## src/rtl/cache_mem_arbiter_if.sv

```systemverilog
// -----------------------------------------------------------------------------
// cache_mem_arbiter_if
// Block-level miss/memory bus used on every port of the cache memory arbiter.
// One instance per cache requester and one for the shared memory side.
//   read   block read request (level, held until ready)
//   write  block write request (level, held until ready)
//   addr   block address (word address without the 2 offset bits)
//   wdata  write block
//   ready  one-cycle completion strobe
//   rdata  read block, valid with ready
// master: drives the request (a cache, or the arbiter toward memory)
// slave : answers the request (the arbiter toward a cache, or memory)
// -----------------------------------------------------------------------------
interface cache_mem_arbiter_if #(
    parameter int ADDR_W = 28,
    parameter int DATA_W = 128
);
    logic              read;
    logic              write;
    logic [ADDR_W-1:0] addr;
    logic [DATA_W-1:0] wdata;
    logic              ready;
    logic [DATA_W-1:0] rdata;

    modport master (output read, write, addr, wdata, input ready, rdata);
    modport slave  (input read, write, addr, wdata, output ready, rdata);
endinterface

```

## src/rtl/cache_mem_arbiter.sv

```systemverilog
// -----------------------------------------------------------------------------
// cache_mem_arbiter
// Shares the single block-wide memory port between the I-cache (m0) and the
// D-cache (m1). One requester owns the port at a time; ties are broken
// round-robin. A dirty write-back followed by its refill stays under a single
// grant so the other cache cannot interleave.
// Ports:
//   clk           clock, all state on rising edge
//   proc_reset_n  asynchronous active-low reset
//   m0            I-cache requester port (arbiter is the slave)
//   m1            D-cache requester port (arbiter is the slave)
//   mem           external memory port (arbiter is the master)
// Requests, address and data pass through combinationally while granted;
// nothing is buffered or modified. rdata is broadcast to both caches and only
// the one seeing ready consumes it.
// -----------------------------------------------------------------------------
module cache_mem_arbiter #(
    parameter int ADDR_W = 28,
    parameter int DATA_W = 128
) (
    input  logic                 clk,
    input  logic                 proc_reset_n,
    cache_mem_arbiter_if.slave   m0,
    cache_mem_arbiter_if.slave   m1,
    cache_mem_arbiter_if.master  mem
);

    typedef enum logic [1:0] {IDLE, GRANT0, GRANT1} state_t;

    state_t state, state_nxt;
    logic   last, last_nxt;        // most recently granted requester
    logic   wb_lock, wb_lock_nxt;  // write-back done, refill still owed

    // Requester ports gathered into index-able vectors.
    logic [1:0]             rd, wr, req;
    logic [1:0][ADDR_W-1:0] addr;
    logic [1:0][DATA_W-1:0] wdata;

    assign rd    = {m1.read,  m0.read};
    assign wr    = {m1.write, m0.write};
    assign req   = rd | wr;
    assign addr  = {m1.addr,  m0.addr};
    assign wdata = {m1.wdata, m0.wdata};

    logic busy, own;
    assign busy = (state != IDLE);
    assign own  = (state == GRANT1);

    // -------------------------------------------------------------------------
    // State register
    // -------------------------------------------------------------------------
    always_ff @(posedge clk or negedge proc_reset_n) begin
        if (!proc_reset_n) begin
            state   <= IDLE;
            last    <= 1'b1;      // m0 wins the first tie
            wb_lock <= 1'b0;
        end else begin
            state   <= state_nxt;
            last    <= last_nxt;
            wb_lock <= wb_lock_nxt;
        end
    end

    // -------------------------------------------------------------------------
    // Next state
    // -------------------------------------------------------------------------
    always_comb begin
        state_nxt   = state;
        last_nxt    = last;
        wb_lock_nxt = wb_lock;
        case (state)
            IDLE: begin
                wb_lock_nxt = 1'b0;
                // On a tie the requester that was not served last goes first.
                if (req[0] && (!req[1] || last)) begin
                    state_nxt = GRANT0;
                    last_nxt  = 1'b0;
                end else if (req[1]) begin
                    state_nxt = GRANT1;
                    last_nxt  = 1'b1;
                end
            end
            GRANT0, GRANT1: begin
                // On the completion cycle the cache drops its request
                // combinationally, so only the write flag decides here:
                // a finished write-back keeps the grant for the refill.
                if (mem.ready) begin
                    if (wr[own]) begin
                        wb_lock_nxt = 1'b1;
                    end else begin
                        state_nxt   = IDLE;
                        wb_lock_nxt = 1'b0;
                    end
                end else if (!req[own]) begin
                    // Abandoned request, or cache done after the locked pair.
                    state_nxt   = IDLE;
                    wb_lock_nxt = 1'b0;
                end
            end
            default: begin
                state_nxt   = IDLE;
                wb_lock_nxt = 1'b0;
            end
        endcase
    end

    // -------------------------------------------------------------------------
    // Forwarding. All outputs decode from state, so an asynchronous reset
    // forces them low at once.
    // -------------------------------------------------------------------------
    logic              mem_read_c, mem_write_c;
    logic [ADDR_W-1:0] mem_addr_c;
    logic [DATA_W-1:0] mem_wdata_c;
    logic [1:0]        rdy_c;

    always_comb begin
        mem_read_c  = 1'b0;
        mem_write_c = 1'b0;
        mem_addr_c  = '0;
        mem_wdata_c = '0;
        rdy_c       = 2'b00;
        if (busy) begin
            mem_read_c  = rd[own];
            mem_write_c = wr[own];
            mem_addr_c  = addr[own];
            mem_wdata_c = wdata[own];
            rdy_c[own]  = mem.ready;
        end
    end

    assign mem.read  = mem_read_c;
    assign mem.write = mem_write_c;
    assign mem.addr  = mem_addr_c;
    assign mem.wdata = mem_wdata_c;
    assign m0.ready  = rdy_c[0];
    assign m1.ready  = rdy_c[1];
    assign m0.rdata  = mem.rdata;
    assign m1.rdata  = mem.rdata;

    // The lock flag can only be held while a grant is active.
    always_ff @(posedge clk) begin
        if (proc_reset_n && wb_lock) assert (state != IDLE);
    end

endmodule

```

## src/flat_wrapper.sv

```systemverilog
// flat-port wrapper written by rule: the top's interface ports become plain ports
module cache_mem_arbiter_flat 
#(
    parameter int ADDR_W = 28,
    parameter int DATA_W = 128
)
  (clk, proc_reset_n, m0_read, m0_write, m0_addr, m0_wdata, m0_ready, m0_rdata, m1_read, m1_write, m1_addr, m1_wdata, m1_ready, m1_rdata, mem_read, mem_write, mem_addr, mem_wdata, mem_ready, mem_rdata);
  cache_mem_arbiter_if #(.ADDR_W(ADDR_W), .DATA_W(DATA_W)) m0_i ();
  cache_mem_arbiter_if #(.ADDR_W(ADDR_W), .DATA_W(DATA_W)) m1_i ();
  cache_mem_arbiter_if #(.ADDR_W(ADDR_W), .DATA_W(DATA_W)) mem_i ();
  input  logic clk;
  input  logic proc_reset_n;
  input wire logic [$bits(m0_i.read)-1:0] m0_read;
  input wire logic [$bits(m0_i.write)-1:0] m0_write;
  input wire logic [$bits(m0_i.addr)-1:0] m0_addr;
  input wire logic [$bits(m0_i.wdata)-1:0] m0_wdata;
  output wire logic [$bits(m0_i.ready)-1:0] m0_ready;
  output wire logic [$bits(m0_i.rdata)-1:0] m0_rdata;
  input wire logic [$bits(m1_i.read)-1:0] m1_read;
  input wire logic [$bits(m1_i.write)-1:0] m1_write;
  input wire logic [$bits(m1_i.addr)-1:0] m1_addr;
  input wire logic [$bits(m1_i.wdata)-1:0] m1_wdata;
  output wire logic [$bits(m1_i.ready)-1:0] m1_ready;
  output wire logic [$bits(m1_i.rdata)-1:0] m1_rdata;
  output wire logic [$bits(mem_i.read)-1:0] mem_read;
  output wire logic [$bits(mem_i.write)-1:0] mem_write;
  output wire logic [$bits(mem_i.addr)-1:0] mem_addr;
  output wire logic [$bits(mem_i.wdata)-1:0] mem_wdata;
  input wire logic [$bits(mem_i.ready)-1:0] mem_ready;
  input wire logic [$bits(mem_i.rdata)-1:0] mem_rdata;
  assign m0_i.read = m0_read;
  assign m0_i.write = m0_write;
  assign m0_i.addr = m0_addr;
  assign m0_i.wdata = m0_wdata;
  assign m0_ready = m0_i.ready;
  assign m0_rdata = m0_i.rdata;
  assign m1_i.read = m1_read;
  assign m1_i.write = m1_write;
  assign m1_i.addr = m1_addr;
  assign m1_i.wdata = m1_wdata;
  assign m1_ready = m1_i.ready;
  assign m1_rdata = m1_i.rdata;
  assign mem_read = mem_i.read;
  assign mem_write = mem_i.write;
  assign mem_addr = mem_i.addr;
  assign mem_wdata = mem_i.wdata;
  assign mem_i.ready = mem_ready;
  assign mem_i.rdata = mem_rdata;
  cache_mem_arbiter #(.ADDR_W(ADDR_W), .DATA_W(DATA_W)) u_core (.clk(clk), .proc_reset_n(proc_reset_n), .m0(m0_i), .m1(m1_i), .mem(mem_i));
endmodule
```

## config.mk

```make
export PLATFORM = sky130hd
export DESIGN_NAME = cache_mem_arbiter_flat
export DESIGN_NICKNAME = d
export VERILOG_FILES = /design/src/rtl/cache_mem_arbiter_if.sv /design/src/rtl/cache_mem_arbiter.sv /design/src/flat_wrapper.sv
export SDC_FILE = /design/constraint.sdc
export NUM_CORES = 1
export LEC_CHECK = 0
export ABC_AREA = 1
export CORE_AREA = 4 4 338 340
export CTS_CLUSTER_DIAMETER = 40
export CTS_CLUSTER_SIZE = 40
export DETAILED_ROUTE_END_ITERATION = 16
export DIE_AREA = 0 0 342 344
export GPL_ROUTABILITY_DRIVEN = 0
export HOLD_SLACK_MARGIN = 0.05
export PLACE_DENSITY = 0.34
export SETUP_SLACK_MARGIN = 0.1
export SYNTH_ARGS = -nofsm -noshare
export SYNTH_HDL_FRONTEND = slang
export SYNTH_SLANG_ARGS = --single-unit
```

## constraint.sdc

```tcl
create_clock -name clk -period 2.15 [get_ports clk]
set_input_delay 0.3225 -clock clk [delete_from_list [all_inputs] [get_ports clk]]
set_output_delay 0.3225 -clock clk [all_outputs]
set_load 0.005 [all_outputs]
```

==> results.cfg <==
[outcome]
status = complete, but fails checks
violations = negative setup slack

[timing]
slew_violations = 0
tightest_slew_ns = 0.275
fin_crit_ns = 2.26
fin_crit_sh_pct = 105
fmax_mhz = 442
maxSlewHeadroom_pct = 81.6
fin_hold_ws_ns = 0.294
setup_ws_ns = -0.113
hold_violations = 0
skew_ns = 0.000697
rsz0062_at_grt = true
setup_viol = 71

[floorplan]
io_pins = 863
fp.dieW_um = 342
fp.dieH_um = 344
dieArea_um2 = 118000
rows = 123
start_util_pct = 4.02
core_um2 = 112000

[yosys]
synthTopCellsByCount = nor2_1, buf_4, o21ai_0, clkbuf_1, nand2_1
syn_area_um2 = 4480
ys_seq_area_share_pct = 1.70
synth_top_cell_by_area = buf_4
syn_inst = 824
ys_warn_count = 0
ys_types = 22
synth_top_cell_area_share_pct = 43.2
async_flop_share_pct = 100
synth.avg_cell_area_um2 = 5.44
synth_enable_flop_cells = 0
ys_ff_latch = 3
syn-num-nets = 1273
ys_top_cells_by_area = buf_4, nor2_1, o21ai_0, buf_6, clkbuf_1
synth.most_common_cell = nor2_1
ys_dominant_reg_cell = dfrtp_1

[grt]
grt_pass1_wl_mm = 86.6
grt_pass1_vias = 7520
grt_max_degree = 15
antenna_found_initial = 12
grtUsageTotal_pct = 11.4
grt_overflow = 0

[drt]
drt-total-wl_mm = 72.6
dr.pass1.iters = 4
ant_nets = 0
drt_iter0_drc = 236
via_count = 7104
wire_per_inst_um = 26.5
drc_errors = 0
via_per_inst = 2.59

[power]
combPwrFrac_pct = 97.7
power_density_nw_per_um2 = 1230
cellLeakagePower_nw = 5.29
power_frac_clock_pct = 1.6
seqPwrFrac_pct = 0.6
irDropWorstVdd_mv = 0.395
p_sw_mw = 8.34
p_sw_share_pct = 46.8
cellInternalPower_mw = 9.47

[cts]
cts_sinks = 3
path_clk_slew_ns = 0.03
insertion_delay_ns = 0.22
numCtsBuffers = 3
cts_buffer_depth = 2
cts_tree = done
cts_max_level = 1
clock-root-buffer = clkbuf_16

[worst_setup_path]
cp-start-kind = register
critPathKind = reg2out
arrival_ns = 1.94
cp.required_ns = 1.83
end_kind = output port
critical_path.max_fanout = 11

[placed_design]
dpl_cell_area_um2 = 9760
dp_cells = 2571
port_buffers = 478
pre_cts_slack_ns = -0.497
hpwl_mm = 59.5

[final_layout]
layout-drive-gt1-share_pct = 60.0
final_util_pct = 13.0
nFillCells = 12800
fin_nets = 1686
final_cell_area_um2 = 14500
area_delta_synth_final_pct = 223
instances_no_fill = 2741

[flow_run]
drv_cap = 0

[hold_path]
min_path_type = in2async
[registers in the layout, summed over array words and instances, names as in the netlist]
register	cells
u_core.last	1
u_core.state	2
[cells in the final DEF, fill, tap and decap left out, types with 2 or more instances in the layout]
cell	n
a21oi_1	2
a21oi_4	2
buf_12	71
buf_16	20
buf_2	66
buf_4	63
buf_6	119
buf_8	36
clkbuf_16	8
clkbuf_2	2
clkdlybuf4s15_1	3
clkdlybuf4s15_2	2
clkdlybuf4s50_1	318
diode_2	5
dlygate4sd2_1	4
ha_4	2
inv_1	10
inv_16	3
inv_2	2
nand2_1	14
nand3_1	3
nor2_1	115
nor2_2	76
nor2_4	123
o21ai_0	8
o21ai_1	12
o21ai_2	87
o21ai_4	50
[worst max-delay path, stage by stage (launching register included)]
cell           delay, ns
dfrtp_1             0.37
inv_2               0.09
ha_4                0.19
buf_12              0.18
inv_16              0.07
buf_4               0.14
buf_6               0.12
buf_16              0.14
nor2_1              0.08
nor2_1              0.05
dlygate4sd2_1       0.26
[power by group through the flow]
stage / sequential, mW / clock, mW / combinational (mW)
floorplan: 0.102 / 0 / 2.96
global placement: 0.109 / 0 / 10.0
finish: 0.111 / 0.293 / 17.4
global route: 0.115 / 0.304 / 18.5
CTS: 0.112 / 0.299 / 15.7
detailed placement: 0.109 / 0 / 9.91
[layout make-up]
type | instances | area (µm²) | area share, %
well taps | 1500 | 1880 | 12.9
diodes | 5 | 12.5 | 0.0863
multi-input cells | 500 | 4180 | 28.8
flip-flops and latches | 3 | 77.6 | 0.535
clock buffers | 4 | 78.8 | 0.544
repair inverters | 4 | 86.3 | 0.596
inverters | 14 | 76.3 | 0.527
repair buffers | 711 | 8110 | 55.9
[kinds of logic after synthesis]
kind of cell / synth area share (%)
AO/OA/AOI/OAI: 18.0
adder cells (fa/ha/maj): 0.558
buffers and inverters: 51.2
flip-flops: 1.70
AND/OR/NAND/NOR: 28.6
[final timing paths]
kind / from / slack, ns / cells past startpoint / to
max in group asynchronous: proc_reset_n / 1.63 / 1 / u_core.last$_DFFE_PN1P_
max: u_core.state[0]$_DFFE_PN0P_ / -0.11 / 10 / mem_wdata[86]
min: proc_reset_n / 0.29 / 1 / u_core.state[0]$_DFFE_PN0P_
min reg2reg: u_core.state[1]$_DFFE_PN0P_ / 0.55 / 2 / u_core.state[1]$_DFFE_PN0P_
min in group clk: u_core.state[1]$_DFFE_PN0P_ / 0.55 / 2 / u_core.state[1]$_DFFE_PN0P_
max reg2reg: u_core.state[0]$_DFFE_PN0P_ / 0.28 / 15 / u_core.state[1]$_DFFE_PN0P_
[layer usage]
layer  GRT usage [%]  part of all wire [%]  vias to the layer above
li1                -                     -                     3184
met5           0.817                  0.31                        -
met4           0.308                  0.26                       16
met2            18.0                    44                      681
met3            8.75                    17                       30
met1            12.8                    38                     3193
[through the flow]
stage,TNS [ns],power (mW)
2_1_floorplan,0,3.06
3_3_place_gp,-31.39,10.1
3_5_place_dp,-30.26,10.0
4_1_cts,-7.60,16.1
5_1_grt,-11.39,18.9
6_report,-2.83,17.8
[repair_timing]
item,CTS,global route
endpoints found under the hold margin,0,0
setup buffers,108,43
endpoints found under the setup margin,159,159
gates resized for setup,1046,342
pin swaps,134,118
hold buffers,0,0
gates cloned,25,5
Note: power is estimated with default switching activity, not from simulation.
